--- config.mk ---
export PLATFORM = sky130hd
export DESIGN_NAME = hamming_syndrome_gen
export DESIGN_NICKNAME = d
export VERILOG_FILES = /design/src/rtl/hamming_pkg.sv /design/src/rtl/hamming_syndrome_gen.sv
export SDC_FILE = /design/constraint.sdc
export NUM_CORES = 1
export LEC_CHECK = 0
export CORE_UTILIZATION = 48
export CTS_CLUSTER_SIZE = 25
export DETAILED_ROUTE_END_ITERATION = 12
export GPL_ROUTABILITY_DRIVEN = 0
export PLACE_DENSITY = 0.88
export SYNTH_ARGS = -nofsm -noshare
export SYNTH_HDL_FRONTEND = slang
export SYNTH_SLANG_ARGS = --single-unit
--- constraint.sdc ---
create_clock -name Clk -period 1.8 [get_ports Clk]
set_input_delay 0.36 -clock Clk [delete_from_list [all_inputs] [get_ports Clk]]
set_output_delay 0.36 -clock Clk [all_outputs]
set_load 0.03 [all_outputs]
--- src/rtl/hamming_pkg.sv ---
// rtl/hamming_pkg.sv - shared types and encodings for the Hamming syndrome stage
package hamming_pkg;

    typedef enum logic [1:0] {
        IDLE    = 2'd0,
        WAIT_HI = 2'd1,
        SCAN    = 2'd2,
        DONE    = 2'd3
    } state_t;

    localparam int CW_BITS   = 16;
    localparam int SYN_BITS  = 4;
    localparam int BYTE_BITS = 8;

    // Encodings the downstream LUT mux register expects
    localparam logic [7:0] PAR_OK  = 8'd0;
    localparam logic [7:0] PAR_ERR = 8'd1;

endpackage

--- src/rtl/hamming_syndrome_gen.sv ---
// rtl/hamming_syndrome_gen.sv - two-byte codeword capture, serial syndrome/parity scan, held result
module hamming_syndrome_gen
    import hamming_pkg::*;
#(
    parameter int W = 8
) (
    input  logic                 Clk,
    input  logic                 Reset,
    input  logic [BYTE_BITS-1:0] InByte,
    input  logic                 InValid,
    output logic                 InReady,
    input  logic                 OutReady,
    output logic                 OutValid,
    output logic [W-1:0]         Syndrome,
    output logic [W-1:0]         ParityErr,
    output logic [CW_BITS-1:0]   Codeword,
    output logic                 Busy
);

    state_t              state;
    state_t              nextState;
    logic [SYN_BITS-1:0] k;
    logic [SYN_BITS-1:0] synAcc;
    logic                parAcc;
    logic                nextInReady;
    logic                accept;
    logic                release_;

    assign accept   = InValid && InReady;
    assign release_ = OutValid && OutReady;
    assign Busy     = (state != IDLE);

    always_comb begin
        nextState = state;
        case (state)
            IDLE:    if (accept) nextState = WAIT_HI;
            WAIT_HI: if (accept) nextState = SCAN;
            SCAN:    if (k == 4'd15) nextState = DONE;
            DONE:    if (release_) nextState = IDLE;
            default: nextState = IDLE;
        endcase
        // Registered so that the first cycle after reset still reports not-ready
        nextInReady = (nextState == IDLE) || (nextState == WAIT_HI);
    end

    always_ff @(posedge Clk or posedge Reset) begin
        if (Reset) begin
            state     <= IDLE;
            k         <= '0;
            synAcc    <= '0;
            parAcc    <= 1'b0;
            InReady   <= 1'b0;
            OutValid  <= 1'b0;
            Syndrome  <= '0;
            ParityErr <= '0;
            Codeword  <= '0;
        end else begin
            state   <= nextState;
            InReady <= nextInReady;
            case (state)
                IDLE: begin
                    if (accept) Codeword[7:0] <= InByte;
                end
                WAIT_HI: begin
                    if (accept) begin
                        Codeword[15:8] <= InByte;
                        k              <= '0;
                        synAcc         <= '0;
                        parAcc         <= 1'b0;
                    end
                end
                SCAN: begin
                    parAcc <= parAcc ^ Codeword[k];
                    if (Codeword[k] && (k != 4'd0)) synAcc <= synAcc ^ k;
                    if (k != 4'd15) k <= k + 4'd1;
                end
                DONE: begin
                    // First DONE cycle publishes the accumulators; later cycles just hold
                    if (!OutValid) begin
                        OutValid  <= 1'b1;
                        Syndrome  <= W'(synAcc);
                        ParityErr <= parAcc ? W'(PAR_ERR) : W'(PAR_OK);
                    end else if (OutReady) begin
                        OutValid <= 1'b0;
                    end
                end
                default: ;
            endcase
        end
    end

endmodule

Word-level counts from Yosys, hierarchy flattened
Index checks and enable logic that the tools add are counted.
{ "op_classes": {"reduce_logical": 15, "add_sub_neg": 1, "n_lt_le_gt_ge": 1, "shift": 0, "muxes": 17, "eq_ne": 9, "n_mul": 0, "n_bitwise": 3, "div_mod_pow": 0} }
{ "ops": {"columns": ["op", "count"], "rows": [
  ["$pmux 4 s2", 2],
  ["$mux 4", 3],
  ["$mux 2", 4],
  ["$pmux 2 s4", 1],
  ["$reduce_and 2->1", 4],
  ["$ne 2x2->1 const B", 3],
  ["$reduce_and 3->1", 2],
  ["$lt 4x5->1 const B", 1],
  ["$mux 1", 5],
  ["$add 4x1->4 const B", 1],
  ["$bmux 1 s4", 1],
  ["$eq 2x1->1 const B", 2],
  ["$eq 2x2->1 const B", 2],
  ["$eq 4x4->1 const B", 1],
  ["$logic_not 2->1", 2],
  ["$ne 4x4->1 const B", 1],
  ["$reduce_bool 2->1", 2],
  ["$reduce_bool 4->1", 1],
  ["$xor 4x4->4", 1],
  ["$logic_and 1x1->1", 3],
  ["$pmux 1 s2", 1],
  ["$logic_or 1x1->1", 1],
  ["$not 1->1", 1],
  ["$xor 1x1->1", 1]
]} }
{ "totals": {"latch_bits": 0, "ff_bits": 41, "rom_bits": 0, "wordCells": 56, "input_bits": 12, "memories": 0, "mem_bits_rw": 0} }

Depth between registers and ports, before layout
Gate-level depths: netlist of the first run.
{ "depth": {"depth_word": 5, "mapped_depth": 7, "mapped_depth_nobuf": 6} }

Worst setup path before layout of the first run
Ideal clock, no wire load.
{ "synth_timing": {"path_type": "reg2reg", "startpoint": "register state[1]", "endpoint": "register Codeword[0]", "path_stages_with_launch": 5, "slack_ns": 0.168, "n_path_buf": 1, "arrival_time_ns": 1.507, "setup_time_ns": 0.125, "path_cell_list": "dfrtp_1 -> clkbuf_1 -> or2_2 -> nor2_4 -> mux2_2"} }
{ "synth_between": {"elab_chain_cells": 2} }
{ "synth_rtl": {"columns": ["element", "line", "source"], "rows": [
  ["start: declaration", "hamming_syndrome_gen.sv:20", "state_t state;"],
  ["start signal: assignment", "hamming_syndrome_gen.sv:58", "state <= nextState;"],
  ["$logic_not 2->1", "hamming_syndrome_gen.sv:60", "case (state)"],
  ["$reduce_and 2->1 (no line)", null, null],
  ["end signal: assignment", "hamming_syndrome_gen.sv:62", "if (accept) Codeword[7:0] <= InByte;"],
  ["end: declaration", "hamming_syndrome_gen.sv:16", "output logic [CW_BITS-1:0] Codeword,"]
]} }
Every way passes these cells.
A chain may end at the register's enable or synchronous reset.

Worst setup path after layout of the first run
{ "layout_timing": {"startpoint": "register Codeword[10]", "endpoint": "output Codeword[10]"} }
{ "layout_lines": {"columns": ["element", "line", "source"], "rows": [
  ["start signal: assignment", "hamming_syndrome_gen.sv:66", "Codeword[15:8] <= InByte;"]
]} }
No word-level cell between the ends.

==> results of run 1 <==
logic make-up (layout without fill, tap and decap cells):
family	Yosys count	count (layout)
buffers and inverters	24	61
flip-flops	34	34
AO/OA/AOI/OAI	25	25
XOR/XNOR	2	2
multiplexers	30	30
AND/OR/NAND/NOR	34	34
adder cells (fa/ha/maj)	2	2
other	1	11
synth_stat cells:
| cell | n |
|---|---|
| sky130_fd_sc_hd__mux2_1 | 1 |
| sky130_fd_sc_hd__xor2_1 | 1 |
| sky130_fd_sc_hd__xnor2_1 | 1 |
| sky130_fd_sc_hd__nand3_2 | 2 |
| sky130_fd_sc_hd__clkbuf_1 | 2 |
| sky130_fd_sc_hd__o211ai_1 | 1 |
| sky130_fd_sc_hd__dfrtp_1 | 34 |
| sky130_fd_sc_hd__a21o_1 | 1 |
| sky130_fd_sc_hd__and3_1 | 1 |
| sky130_fd_sc_hd__a22o_1 | 4 |
| sky130_fd_sc_hd__nor3_1 | 2 |
| sky130_fd_sc_hd__or2_1 | 1 |
| sky130_fd_sc_hd__a21boi_1 | 1 |
| sky130_fd_sc_hd__buf_6 | 1 |
| sky130_fd_sc_hd__nor2_4 | 1 |
| sky130_fd_sc_hd__a21oi_1 | 5 |
| sky130_fd_sc_hd__inv_1 | 7 |
| sky130_fd_sc_hd__o311a_1 | 1 |
| sky130_fd_sc_hd__a221oi_2 | 2 |
| sky130_fd_sc_hd__nand4_1 | 1 |
| sky130_fd_sc_hd__nor2_1 | 8 |
| sky130_fd_sc_hd__conb_1 | 1 |
| sky130_fd_sc_hd__nor2b_1 | 2 |
| sky130_fd_sc_hd__nand3b_1 | 1 |
| sky130_fd_sc_hd__or2_2 | 1 |
| sky130_fd_sc_hd__a21oi_2 | 1 |
| sky130_fd_sc_hd__a31o_1 | 1 |
| sky130_fd_sc_hd__and2_1 | 1 |
| sky130_fd_sc_hd__buf_8 | 1 |
| sky130_fd_sc_hd__nand2b_1 | 5 |
| sky130_fd_sc_hd__o21ai_1 | 3 |
| sky130_fd_sc_hd__o21ai_0 | 2 |
| sky130_fd_sc_hd__buf_4 | 11 |
| sky130_fd_sc_hd__mux2i_1 | 9 |
| sky130_fd_sc_hd__a22oi_1 | 3 |
| sky130_fd_sc_hd__ha_1 | 2 |
| sky130_fd_sc_hd__mux2_2 | 20 |
| sky130_fd_sc_hd__nand3_1 | 2 |
| sky130_fd_sc_hd__buf_2 | 2 |
| sky130_fd_sc_hd__nand2_1 | 6 |
what timing repair did:
item / in CTS / in global routing
setup buffers: 0 / 0
resized for setup: 3 / 19
endpoints found under the setup margin: 3 / 21
stage by stage:
stage               total power [W]  setup slack, ns  hold WS (ns)  instance area (um2)  setup TNS, ns
floorplan                   0.00300            0.168         0.447                 1790              0
global placement            0.00376           0.0118         0.461                 2150              0
detailed placement          0.00384          -0.0206         0.474                 2150        -0.0206
CTS                         0.00427          0.00465         0.407                 2210              0
global route                0.00447         0.000248         0.429                 2250              0
finish                      0.00421           0.0561         0.404                 2250              0
flip-flops by register name (all words and copies together), names as in the netlist:
name,flops
Codeword,16
InReady,1
OutValid,1
ParityErr,1
Syndrome,4
k,4
parAcc,1
state,2
synAcc,4
layer usage:
metal  wire length (um)  part of all wire (%)  track usage, %
met1               1520                    44            24.1
met2               1700                    49            31.3
met4                 57                   1.6            9.01
met5                  0                     0               0
met3                194                   5.6            6.57
final timing paths:
kind                            slack, ns      endpoint
worst min register to register       0.49  ParityErr[0]
worst max-delay path                 0.06  Codeword[10]
min in group Clk                     0.49  ParityErr[0]
worst min-delay path                 0.40     synAcc[3]
worst max register to register       0.11     synAcc[2]
max in group asynchronous            1.07          k[2]
final cells by class:
type                            instances  area share (%)
Clock buffer                            6            2.28
Clock inverter                          2           0.556
Inverter                                7            1.17
Multi-Input combinational cell        104            34.9
Sequential cell                        34            37.9
Tap cell                               46            2.56
Timing Repair Buffer                   46            20.7
power by group:
| part | total, W | internal [W] | switching, W |
|---|---|---|---|
| sequential | 0.00142 | 0.00112 | 0.000300 |
| combinational | 0.00236 | 0.00105 | 0.00130 |
| clock | 0.000443 | 0.000187 | 0.000256 |
| total | 0.00421 | 0.00236 | 0.00186 |
==> run summary, run 1 <==
The flow ran to the end, and the final reports show no timing, DRC or antenna violations. The global-route usage over all layers is 19.7%. The number of cells on the worst reg-to-reg path is 7.

Using the TritonRoute via totals, the vias-per-cell ratio works out to approximately 5.2. The first global-routing pass estimated between 5000 and 6000 um of wire. After floorplanning, the core was sized to cover approximately 3400 um2.

The filler cells instantiated in the layout total 268. The library cell used most frequently in the layout, excluding fill and tap cells, is sky130_fd_sc_hd__dfrtp_1. The area of all sequential standard cells came out at ~850 um2. The initial cell density of the core came out at about 50%. Leaving out fill and tap cells, the most frequent cells in the layout are sky130_fd_sc_hd__dfrtp_1, sky130_fd_sc_hd__mux2_2, sky130_fd_sc_hd__clkdlybuf4s50_1, sky130_fd_sc_hd__dlymetal6s2s_1. STA classifies the critical path startpoint as a register. The routed design could run at a clock period as short as around 1.7 ns. The global route total overflow came out at 0. After synthesis, the cell types taking the most area are sky130_fd_sc_hd__dfrtp_1, sky130_fd_sc_hd__mux2_2, sky130_fd_sc_hd__mux2i_1. The iteration-0 DRC count of the detailed router is 84. VDD sags by at most between 800 and 900 uV. The critical path start-end classification is register to output pin. The leakage power came out at ~1.1 nW. The clock root buffer is sky130_fd_sc_hd__clkbuf_4. The number of hold violations in the final report came out at 0.

The data arrival time of the critical path came out at about 1.4 ns. The achievable frequency is between 500 and 600 MHz. Power spread over the standard cell area amounts to 1870 nW/um2. The total count of max-transition violations in the final report came out at 0.

The deepest level of the CTS H-tree is 2. Tracing the worst setup path back leads to its startpoint at Codeword[10]. After synthesis, the largest family of logic cells by area is multiplexers. No sink is reached through more buffers than the 2 on the longest clock path. The buffer and inverter count on the worst path is 1.

Each instance of the synthesized netlist takes up on average 11.5 um2. Across the run, the number of max-cap violations was 0. Synthesis inferred 34 register bits. The total standard cell area after synthesis came out at around 1800 um2.

The worst hold path belongs to the class primary input to asynchronous set/reset pin. The number of top-level pins is 47. The critical path goes through clkdlybuf4s50_1. The biggest area contributor in the post-synthesis netlist is sky130_fd_sc_hd__dfrtp_1.

Setup repair after global routing left no endpoint under its margin. The die is 62.4 um wide. The number of instances in the synthesized netlist is about 150. The cell count after placement came out at 237. The worst clock skew came out at ~0.0092 ns. The worst setup path is captured at an output pin. The count of unresolved DRC violations after routing came out at 0. At the later pin of the worst-skew pair, clock insertion delay measures 0.35 ns. The half-perimeter wire length after placement came out at ~2500 um. The area share of the largest cell type after synthesis came out at about half. For this design, the CTS-stage hold fixing added 0 buffers.

The area growth from synthesis to layout is 28.5%. The number of antenna violations at the first check in global routing came to 0. The count of buffers from port buffering came out at 35. The mux share of post-synthesis cell area is a little under a fifth. The total wirelength of the detailed-routed design came out at 3470 um. The count of synthesis-stage warnings from yosys came out at 0.

The worst register-to-register path begins at k[2]. The die area came out at between 3000 and 4000 um2. The share of the clock period used by the worst path after layout is between 90% and 100%.

The area taken by multi-input logic gates came out at 785 um2. On the worst path, the slowest cell contributes a delay of between 0.6 and 0.7 ns. In the final design database the tool counted 212 nets.

In this design, the largest share of critical-path delay is due to buffers and inverters. The arithmetic-cell share of the synthesized area counting full adders, half adders and majority gates came out at ~1.4%. For this design, the slowest cell found on the critical path is sky130_fd_sc_hd__clkdlybuf4s50_1. The number of nets with antenna violations after detailed routing is 0. In this run the number of cells on the critical path is 1. The clock-pin transition on the worst setup and hold timing paths is approximately 0.11 ns. The post-layout utilization of the core is roughly 66%.

The complex-gate fraction of the synthesized area came out at a little over a tenth. TritonCTS built the clock tree. Of the total synthesized cell area, the portion taken by XOR and XNOR cells is approximately 1%.

The pre-antenna-repair detailed-routing pass consisted of 4 iterations. Across all layers, the routed design uses roughly 1300 vias. For this design, the sink count on the clock tree is 34. The wire length per cell after detailed routing is roughly 14 um. The floorplan has 21 rows. 0 antenna diodes ended up in the layout. After synthesis, the netlist uses 40 different library cells. The count of cells in the finished layout, fillers not included, comes to 245. The maximum fanout along the worst path came out at 3. The sequential area share after synthesis is 48.6%.

Clock tree synthesis inserted a total of 5 buffers. The final number of setup-violating endpoints came out at 0. The height of the chip came out at 62.4 um. The via count of the first global-routing pass is around 1300. The share of final-layout standard cells stronger than drive strength 1 is roughly a quarter. The simple-gate area share of the yosys netlist is 10.7%. The data required time at the worst endpoint is 1.44 ns. The maximum number of pins on one net before global-route repair is 35.
No activity file was read; power rests on OpenSTA's default activity.
==> run 2, diff against run 1 <==
CTS_CLUSTER_SIZE = 30   (was 25)
==> results of run 2 <==
No change in the layout: final DEF, timing and power equal those of run 1.
==> run 3, diff against run 2 <==
CTS_CLUSTER_SIZE = 28   (was 30)
GPL_TIMING_DRIVEN = 0   (was unset)
==> run 3 against run 2 <==
Combinational power about the same; wire length decreased by 4.8%; worst hold slack got worse by 0.054 ns; final area increased by 4.4%; via count decreased by 1.6%; largest power group unchanged; final cell count increased by 2.4%; maximum frequency about the same; sequential power about the same; first-iteration DRC count decreased by 51%; clock skew decreased by 0.0031 ns; global-route usage decreased by 1.3 points; die area unchanged; critical endpoint is now Codeword[3]; largest cell class unchanged.
==> run summary, run 3 (same netlist as run 1, synthesis figures left out) <==
The flow ran to the end, and the final reports show no timing, DRC or antenna violations. The commonest non-fill, non-tap cell in the layout is sky130_fd_sc_hd__dfrtp_1. The total wirelength of the detailed-routed design came out at 3310 um (-4.8%). The minimum period implied by the final worst setup slack is 1.74 ns (-0.000345 ns). The achievable frequency is 574 MHz (about the same).

The wire length per cell after detailed routing came out at 13.2 um (-7.1%). The depth of the worst register-to-register path is 7 (unchanged). The half-perimeter wire length after placement came out at 2310 um (-8.3%). The maximum vdd drop is 1130 uV (+33%). The initial cell density of the core came out at 51.2% (unchanged).

The share of final-layout standard cells stronger than drive strength 1 is 26.3% (+2.2 points). The number of nets in the final layout came to 219 (+3.3%). The critical path is of the register to output pin type. The global-route usage over all layers came out at 18.4% (-1.3 points). The maximum number of buffers from clock root to sink is 2 (unchanged).

The number of maximum-capacitance violations came to 0 (unchanged). The x dimension of the die came to 62.4 um (unchanged). The count of filler cells inserted in the layout came to 256 (-4.5%). The final worst-path setup slack is 0.0564 ns (+0.000345 ns).

The largest stage delay on the critical path came to 0.68 ns (about the same). The number of nets with antenna violations after detailed routing is 0 (unchanged). The library cells used most frequently in the layout, excluding fill and tap cells, are sky130_fd_sc_hd__dfrtp_1, sky130_fd_sc_hd__mux2_2, sky130_fd_sc_hd__clkdlybuf4s50_1, sky130_fd_sc_hd__dlymetal6s2s_1, sky130_fd_sc_hd__buf_4. The global route total overflow is 0 (unchanged). The height of the chip came out at 62.4 um (unchanged). The via-per-instance ratio came out at 4.95 (-3.9%). The area inside the core boundary came to 3420 um2 (unchanged). Headroom to the max-slew limit came out at around 55%. The number of search-and-repair iterations in the first detailed-routing pass is 4 (unchanged). The sink count of the clock tree is 34 (unchanged). The cell area reported after detailed placement came out at 2200 um2 (+2.0%).

In this run the critical register-to-register path is captured at synAcc[0]. The root buffer cell chosen for the clock tree is sky130_fd_sc_hd__clkbuf_4. TritonCTS built the clock tree. The number of hold violations in the final report came out at 0 (unchanged). The antenna diode instance count came out at 0 (unchanged). The share of the clock period used by the worst path after layout is 96.9% (about the same).

The area taken by multi-input logic gates is 787 um2 (+0.32%). The final number of setup-violating endpoints is 0 (unchanged). The total number of vias was 1243 (-1.6%). The maximum fanout along the worst path is 3 (unchanged). The iteration-0 DRC count of the detailed router was 41 (-51%). The data arrival time of the critical path was 1.38 ns (about the same).

The synthesis-to-layout area growth came out at 34.2%. The later-pin clock latency in the skew report came out at 0.33 ns (-0.02 ns). In this run the critical register-to-register path is launched from k[2]. The wire length of the first global-routing pass is 5580 um (-3.3%).

The worst clock skew came to 0.00605 ns (-0.00314 ns). The via count of the first global-routing pass came to 1206 (-5.1%). The total number of placement rows is 21 (unchanged). In this design, the largest share of critical-path delay is due to buffers and inverters. The count of buffers from port buffering came out at 35 (unchanged).

The register-to-register setup slack came out at 0.08 ns (-0.03 ns). STA classifies the critical path startpoint as a register. The total count of max-transition violations in the final report came out at 0 (unchanged). The critical path goes through clkdlybuf4s50_1. The die area came to 3890 um2 (unchanged). The area of all sequential standard cells came out at 852 um2 (unchanged). The number of antenna violations at the first check in global routing is 0 (unchanged). The final total negative setup slack was 0 ns (unchanged). The worst slack at placement is -0.364 ns (-0.343 ns). The maximum number of pins on one net before global-route repair came to 35 (unchanged). The leakage power is 1.19 nW (+4.7%).

The number of top-level pins is 47 (unchanged). More flip-flops sit in one register than any other, and that register is Codeword. The deepest level of the CTS H-tree was 2 (unchanged).

The worst-margin pin slew came out at around 0.66 ns. The min-delay analysis places its worst path in the category primary input to asynchronous set/reset pin. The clock-pin transition on the worst setup and hold timing paths came out at 0.10 ns (about the same).

Among all stages on the critical path, the largest delay is contributed by sky130_fd_sc_hd__clkdlybuf4s50_1. The count of unresolved DRC violations after routing is 0 (unchanged). The endpoint type of the worst setup path is an output pin. The total power divided by cell area is 1840 nW/um2 (-1.8%).

The flip-flop count of the largest register, all copies and words added came out at 16 (unchanged). The data required time at the worst endpoint is 1.44 ns (about the same). The final design area excluding fillers came out at 2350 um2 (+4.4%).

The number of buffers added by the clock tree synthesis step came out at 5 (unchanged). The buffer and inverter count on the worst path came out at 1 (unchanged).
run 3: worst max path at each step:
stage                           start     endpoint  depth (start not counted)
final                     Codeword[3]  Codeword[3]                          1
after floorplan              state[1]  Codeword[0]                          4
after detailed placement      InValid         k[0]                          5
after global routing             k[3]    synAcc[2]                          7
after global placement        InValid         k[0]                          5
after CTS                 Codeword[1]  Codeword[1]                          1
run 3: worst reg2reg max path, cell delays in order, from the launching register on:
cell,delay (ns)
sky130_fd_sc_hd__dfrtp_1,0.38
sky130_fd_sc_hd__buf_6,0.14
sky130_fd_sc_hd__buf_8,0.14
sky130_fd_sc_hd__mux2i_1,0.11
sky130_fd_sc_hd__a22oi_1,0.25
sky130_fd_sc_hd__nand3_2,0.16
sky130_fd_sc_hd__a31o_1,0.25
sky130_fd_sc_hd__a22o_1,0.17
run 3: per-layer routing:
layer	global-route usage, %	vias up	wire length, um
met5	0	-	0
met4	4.36	0	27
met3	5.84	5	166
met2	28.3	39	1540
met1	25.4	584	1570
li1	-	615	-
run 3: layout make-up:
cell class	count	area share [%]
Tap cell	46	2.45
Inverter	7	1.12
Sequential cell	34	36.3
Buffer	16	5.22
Multi-Input combinational cell	104	33.5
Clock buffer	6	2.18
Clock inverter	1	1.28
Timing Repair Buffer	37	18.0
run 3: what timing repair did:
item | in CTS | in global routing
hold buffers | 0 | 0
buffers inserted | 0 | 1
endpoints found under the setup margin | 3 | 18
pin swaps | 0 | 2
resized for setup | 7 | 17
run 3: power by group:
part	switching [W]	total [W]	internal [W]	leakage [nW]
Sequential	0.000304	0.00142	0.00112	0.421
Clock	0.000239	0.000562	0.000323	0.0443
Combinational	0.00129	0.00234	0.00105	0.720
Total	0.00183	0.00432	0.00249	1.19
run 3: stage by stage:
stage | util [%] | cells | hold slack, ns | power (W)
finish | 68.8 | 251 | 0.350 | 0.00432
global route | 68.8 | 251 | 0.360 | 0.00460
CTS | 66.5 | 249 | 0.484 | 0.00436
detailed placement | 64.3 | 243 | 0.471 | 0.00379
global placement | 64.3 | 243 | 0.462 | 0.00374
floorplan | - | 162 | 0.447 | 0.00300
